## config.mk

```make
export PLATFORM = sky130hd
export DESIGN_NAME = uart_tx
export DESIGN_NICKNAME = d
export VERILOG_FILES = /design/src/rtl/uart_tx_pkg.sv /design/src/rtl/uart_tx_baud_edge_det.sv /design/src/rtl/uart_tx.sv
export SDC_FILE = /design/constraint.sdc
export NUM_CORES = 1
export LEC_CHECK = 0
export ABC_AREA = 1
export ABC_CLOCK_PERIOD_IN_PS = 4300
export CAP_MARGIN = 20
export CORE_MARGIN = 2
export CORE_UTILIZATION = 40
export CTS_BUF_LIST = sky130_fd_sc_hd__clkbuf_16
export CTS_CLUSTER_DIAMETER = 50
export DETAILED_ROUTE_END_ITERATION = 8
export PLACE_DENSITY = 0.59
export SLEW_MARGIN = 0
export SYNTH_ARGS = -nofsm -noshare
export SYNTH_HDL_FRONTEND = slang
export SYNTH_SLANG_ARGS = --single-unit
```

## constraint.sdc

```tcl
create_clock -name clk -period 4.3 [get_ports clk]
set_clock_uncertainty 0.2 [all_clocks]
set_input_delay 0.645 -clock clk [delete_from_list [all_inputs] [get_ports clk]]
set_output_delay 0.645 -clock clk [all_outputs]
set_load 0.01 [all_outputs]
```

## src/rtl/uart_tx_pkg.sv

```systemverilog
// ============================================================================
// Module : uart_tx_pkg
// Brief  : Shared state encodings and line constants for the UART blocks.
// Rev    : 1.0 - initial release
// ============================================================================
`default_nettype none

package uart_tx_pkg;

  typedef enum logic [2:0] {
    IDLE   = 3'd0,
    WAIT   = 3'd1,
    START  = 3'd2,
    DATA   = 3'd3,
    PARITY = 3'd4,
    STOP   = 3'd5
  } tx_state_e;

  localparam logic UART_IDLE_LVL = 1'b1;

endpackage

`default_nettype wire

```

## src/rtl/uart_tx_baud_edge_det.sv

```systemverilog
// ============================================================================
// Module : baud_edge_det
// Brief  : Turns the clk-domain baud square wave into a one-cycle rising tick.
// Rev    : 1.0 - initial release
// ============================================================================
`default_nettype none

module baud_edge_det (
  input  logic clk,
  input  logic reset,
  input  logic baud_clk,
  output logic tick
);

  logic r_baud_q;

  // Resetting to 1 suppresses a false tick when reset releases with baud_clk high.
  always_ff @(posedge clk or negedge reset) begin
    if (!reset) begin
      r_baud_q <= 1'b1;
    end else begin
      r_baud_q <= baud_clk;
    end
  end

  assign tick = baud_clk & ~r_baud_q;

endmodule

`default_nettype wire

```

## src/rtl/uart_tx.sv

```systemverilog
// ============================================================================
// Module : uart_tx
// Brief  : UART transmitter, valid/ready byte in, start/data/parity/stop out.
// Rev    : 1.0 - initial release
// ============================================================================
`default_nettype none

module uart_tx
  import uart_tx_pkg::*;
#(
  parameter int DATA_BITS  = 8,
  parameter int PARITY_EN  = 0,
  parameter int PARITY_ODD = 0,
  parameter int STOP_BITS  = 1
) (
  input  logic                 clk,
  input  logic                 reset,
  input  logic                 baud_clk,
  input  logic [DATA_BITS-1:0] tx_data,
  input  logic                 tx_valid,
  output logic                 tx_ready,
  output logic                 tx,
  output logic                 tx_busy
);

  localparam int CNT_W = (DATA_BITS > 1) ? $clog2(DATA_BITS) : 1;
  localparam logic [CNT_W-1:0] c_last_bit  = CNT_W'(DATA_BITS - 1);
  localparam logic             c_last_stop = 1'(STOP_BITS - 1);
  localparam logic             c_par_odd   = (PARITY_ODD != 0);

  tx_state_e            r_state;
  logic [DATA_BITS-1:0] r_shreg;
  logic [CNT_W-1:0]     r_bit_cnt;
  logic                 r_stop_cnt;
  logic                 r_par;
  logic                 w_tick;

  baud_edge_det u_baud_edge_det (
    .clk      (clk),
    .reset    (reset),
    .baud_clk (baud_clk),
    .tick     (w_tick)
  );

  always_ff @(posedge clk or negedge reset) begin
    if (!reset) begin
      r_state    <= IDLE;
      tx         <= UART_IDLE_LVL;
      tx_ready   <= 1'b1;
      tx_busy    <= 1'b0;
      r_shreg    <= '0;
      r_bit_cnt  <= '0;
      r_stop_cnt <= 1'b0;
      r_par      <= 1'b0;
    end else begin
      case (r_state)
        // Accept ignores any tick in the same cycle; the start bit waits for the next one.
        IDLE: begin
          if (tx_valid && tx_ready) begin
            r_shreg  <= tx_data;
            r_par    <= (^tx_data) ^ c_par_odd;
            r_state  <= WAIT;
            tx_ready <= 1'b0;
            tx_busy  <= 1'b1;
          end
        end
        WAIT: begin
          if (w_tick) begin
            r_state <= START;
            tx      <= 1'b0;
          end
        end
        START: begin
          if (w_tick) begin
            r_state   <= DATA;
            tx        <= r_shreg[0];
            r_shreg   <= r_shreg >> 1;
            r_bit_cnt <= '0;
          end
        end
        DATA: begin
          if (w_tick) begin
            if (r_bit_cnt == c_last_bit) begin
              r_stop_cnt <= 1'b0;
              if (PARITY_EN != 0) begin
                r_state <= PARITY;
                tx      <= r_par;
              end else begin
                r_state <= STOP;
                tx      <= UART_IDLE_LVL;
              end
            end else begin
              r_bit_cnt <= r_bit_cnt + 1'b1;
              tx        <= r_shreg[0];
              r_shreg   <= r_shreg >> 1;
            end
          end
        end
        PARITY: begin
          if (w_tick) begin
            r_state    <= STOP;
            tx         <= UART_IDLE_LVL;
            r_stop_cnt <= 1'b0;
          end
        end
        STOP: begin
          if (w_tick) begin
            if (r_stop_cnt == c_last_stop) begin
              r_state  <= IDLE;
              tx_ready <= 1'b1;
              tx_busy  <= 1'b0;
            end else begin
              r_stop_cnt <= r_stop_cnt + 1'b1;
            end
          end
        end
        default: begin
          r_state  <= IDLE;
          tx       <= UART_IDLE_LVL;
          tx_ready <= 1'b1;
          tx_busy  <= 1'b0;
        end
      endcase
    end
  end

endmodule

`default_nettype wire

```

* Yosys cells after proc, flatten, opt, wreduce, memory -nomap -nowiden
Index checks and enable logic that the tools add are counted.
** Storage, ports and cells
- Word-level logic and storage cells :: 79
- Register bits after elaboration :: 19
** Cells by class
- Muxes and demuxes :: 37
- Bitwise gates (word level) :: 4
- Add/subtract/negate cells :: 2
- Reduce and logical (&&, ||, !) cells :: 13
- Equal/unequal tests :: 15
** Operators by type and width (number)
- $mux 3 :: 11
- $mux 8 :: 4
- $pmux 8 s3 :: 1
- $pmux 3 s6 :: 1
- $mux 1 :: 15
- $reduce_and 5->1 :: 3
- $ne 2x1->1 const B :: 5
- $eq 3x3->1 const B :: 3
- $pmux 1 s3 :: 3
- $ne 2x2->1 const B :: 4
- $reduce_and 4->1 :: 2
- $reduce_and 8->1 :: 1
- $eq 3x2->1 const B :: 2
- $pmux 3 s2 :: 1
- $reduce_bool 3->1 :: 2
- $pmux 1 s5 :: 1
- $reduce_or 4->1 :: 1
- $add 3x1->3 const B :: 1
- $eq 3x1->1 const B :: 1
- $logic_not 3->1 :: 1
- $not 1->1 :: 3
- $reduce_bool 2->1 :: 1
- $reduce_or 2->1 :: 1
- $add 1x1->1 const B :: 1
- 2 further kinds :: 2

* Longest topological paths before layout
- Depth in word-level cells :: 4
- Depth in mapped cells :: 9
- Gate-level depth less buffers :: 8

* Cells and area by module
From an unflattened synthesis, not the netlist that was laid out.
** Unflattened totals
- Cell total of the unflattened synthesis :: 126
- Area, all modules :: 1046.0 um^2
** By module, submodules not included
- uart_tx :: cells an instance 123, instances 1, area an instance 1009.7 um^2
- baud_edge_det :: cells an instance 3, instances 1, area an instance 36.3 um^2

* Worst setup path after synthesis
No wires, ideal clock.
- Kind :: in2reg
- Start point :: in baud_clk
- End point :: reg tx_busy
- Slack :: 2699 ps
- Arrival time :: 1285 ps
- Stages on the path :: 7
- Data required time :: 3983 ps
- Path through :: inv_1 nor2_1 nor2_1 nor2_1 nand3_1 nand2_1 nand2_1
** On the way
- Word-level cells in the longest chain between the ends :: 3
** RTL lines
- start, declared :: RTL line uart_tx.sv:18 : input logic baud_clk,
- $and 1x1->1 :: RTL line uart_tx_baud_edge_det.sv:26 : assign tick = baud_clk & ~r_baud_q;
- $ne 2x1->1 (no source line)
- $reduce_and 4->1 (no source line)
- end signal, assigned :: RTL line uart_tx.sv:50 : tx_busy <= 1'b0;
- end signal, assigned :: RTL line uart_tx.sv:64 : tx_busy <= 1'b1;
- end signal, assigned :: RTL line uart_tx.sv:111 : tx_busy <= 1'b0;
- end, declared :: RTL line uart_tx.sv:23 : output logic tx_busy
No other way between the ends.
A chain may end at the register's enable or synchronous reset.

* Worst setup path after layout
- Start point :: reg tx_ready
- End point :: out tx_ready
** RTL lines
- start, declared :: RTL line uart_tx.sv:21 : output logic tx_ready,
- start signal, assigned :: RTL line uart_tx.sv:49 : tx_ready <= 1'b1;
- start signal, assigned :: RTL line uart_tx.sv:63 : tx_ready <= 1'b0;
- start signal, assigned :: RTL line uart_tx.sv:110 : tx_ready <= 1'b1;
No word-level cell between the ends.

==> metrics.yaml <==
status: "completed"
wire_per_inst_microns: 10.7
num_vias: 886
worstPathMaxFanout: 3
crit_slowest_cell: "dfstp_2"
crit_path_max_incr_delay_ns: 0.54
critPathBufInv: 1
synth_top_family_by_area: "simple AND/OR/NAND/NOR gates"
dieHeight_microns: 55.5
leakage_nw: 0.661
clk_latency_ns: 0.25
grt_max_degree: 19
clock_path_buffers: 2
holdBufCountCts: 0
synthCells: 139
grt_use_met2_pct: 23.3
synth_top_area_share_pct: 35.4
cts_tree: "built"
fin_setup_tns_ns: 0
grt_most_used_layer: "met2"
ys_seq_elements: 18
hold_violations: 0
syn_area_sq_um: 1060
grt_pass1_vias: 851
final_layout_size_suffix_gt1_share_pct: 14.3
yosysSeqAreaShare_pct: 42.9
synth_fa_ha_area_share_pct: 2.36
yosysWarnings: 0
grtUsageMet1_pct: 19.1
maxCapViolations: 0
vias_per_cell: 4.82
synth.avg_cell_area_sq_um: 7.62
min_period_over_period_pct: 50.2
slew_violations: 0
synthTopCellsByArea: "dfrtp_1, nand2_1, dfstp_2"
start_util_pct: 42.4
fmax_ghz: 0.463
synthMuxAreaShare_pct: 0
synth-simple-area-share_pct: 32.2
fp.dieW_microns: 55.5
post_cts_buffers: 0
post_cts_resized: 0
num_antenna_cells: 0
setup_viol: 0
rsz0062_at_grt: "false"
fp.coreArea_sq_um: 2500
antenna_found_initial: 0
hp-class: "flop to flop"
synth_xor_area_share_pct: 0
first_iter_violations: 15
post-route-util_pct: 51.6
h-tree-depth: 1
synth_compound_area_share_pct: 13.2
drcViolationCount: 0
grtUsageTotal_pct: 14.3
place.gp.congestion: 0.842
peakVddDrop_mv: 0.335
drt_pre_antenna_iters: 4
met3_usage_pct: 1.64
dp_hpwl_microns: 1510
root_buffer: "clkbuf_16"
worstSetupPathType: "flop to output port"
grt.overflow.total: 0
grt_pass1_wl_microns: 3570
slew_headroom_pct: 45.6
tightestPinTransition_ns: 0.813
nNetsFinal: 169
area_delta_synth_final_pct: 21.6
cp.required_ns: 3.45
crit_arrival_ns: 1.32
clock-sinks: 18
period_minus_slack_ns: 2.16
portBuffers: 14
cts.reportedPaths.clkPinSlew_ns: 0.06
end_kind: "output port"
setup.worst_path.start_class: "flop"
ys_types: 19
final_common_cell: "nand2_1"
total_power_mw: 0.961
crit_chain: "clkdlybuf4s50_1"
pin_count: 15
postRouteWirelength_microns: 1960
crit_family: "flip-flops"
syn-num-nets: 153
power_per_cell_area_nw_per_um2: 745
ant_nets: 0
std_cell_rows: 18
cts_made_buffers: 3
dieArea_sq_um: 3080
yosys.area.top_type: "dfrtp_1"
final_cell_mix: "nand2_1, inv_1, dfrtp_1, clkdlybuf4s50_1, nand3_1"
## layer usage
layer  routed length, microns  up-vias  part of all wire [%]
met1                      917      389                    47
met2                      934       21                    48
met3                       77        5                   3.9
met5                        0        -                     0
met4                       34        0                   1.7
li1                         -      471                     -
## cell type report
class | instances | area, sq um
fillers | 249 | 1210
multi-input cells | 99 | 507
flip-flops and latches | 18 | 454
repair buffers | 14 | 140
clock buffers | 3 | 75.1
inverters | 19 | 71.3
well taps | 30 | 37.5
clock inverters | 1 | 3.75
## synth_stat cells
| library cell | number |
|---|---|
| nand2_1 | 45 |
| inv_1 | 18 |
| dfrtp_1 | 15 |
| nand3_1 | 13 |
| o21ai_0 | 11 |
| nor2_1 | 7 |
| o21ai_2 | 6 |
| nand2_2 | 4 |
| dfstp_2 | 3 |
| o21bai_1 | 3 |
| a21oi_1 | 2 |
| buf_6 | 2 |
| ha_1 | 2 |
| nand3_2 | 2 |
| nor2_4 | 2 |
| buf_2 | 1 |
| inv_2 | 1 |
| nand3b_1 | 1 |
| nor2_2 | 1 |
## worst paths after layout
kind                               from      endpoint  slack [ns]  cells past startpoint
setup / recovery               tx_ready      tx_ready        2.14                      1
hold / removal                  tx_busy       tx_busy        0.27                      2
setup reg to reg           r_bit_cnt[0]    r_shreg[5]        2.48                      7
hold reg to reg                 tx_busy       tx_busy        0.27                      2
max in group asynchronous         reset  r_bit_cnt[2]        2.72                      1
min in group asynchronous         reset    r_state[2]        0.67                      1
## worst min-delay path: stages (launching register included)
cell     delay (ns)
dfrtp_1        0.34
nand2_1        0.05
nand2_1        0.05
## registers in the layout, summed over array words and instances (netlist names)
name	cells
u_baud_edge_det.r_baud_q	1
r_bit_cnt	3
r_shreg	8
tx	1
r_state	3
tx_busy	1
tx_ready	1
## where the power goes
part	total (mW)	leakage [nW]	internal [mW]	switching, mW
registers	0.294	0.222	0.249	0.0453
logic	0.478	0.401	0.177	0.301
clock network	0.188	0.0385	0.124	0.0648
## metrics by stage
stage	hold slack (ns)	instance area (sq um)	worst slack, ns	cells
2_1_floorplan	0.149	1060	2.70	139
3_3_place_gp	0.260	1210	2.02	180
3_5_place_dp	0.267	1210	2.04	180
4_1_cts	0.281	1290	2.13	184
5_1_grt	0.287	1290	2.12	184
6_report	0.273	1290	2.14	184
## cells by family after synthesis
| logic type | count (synthesis) |
|---|---|
| AND/OR/NAND/NOR | 75 |
| AO/OA/AOI/OAI | 22 |
| buffers and inverters | 22 |
| flip-flops | 18 |
| adder cells (fa/ha/maj) | 2 |
No activity file was read; power rests on OpenSTA's default activity.
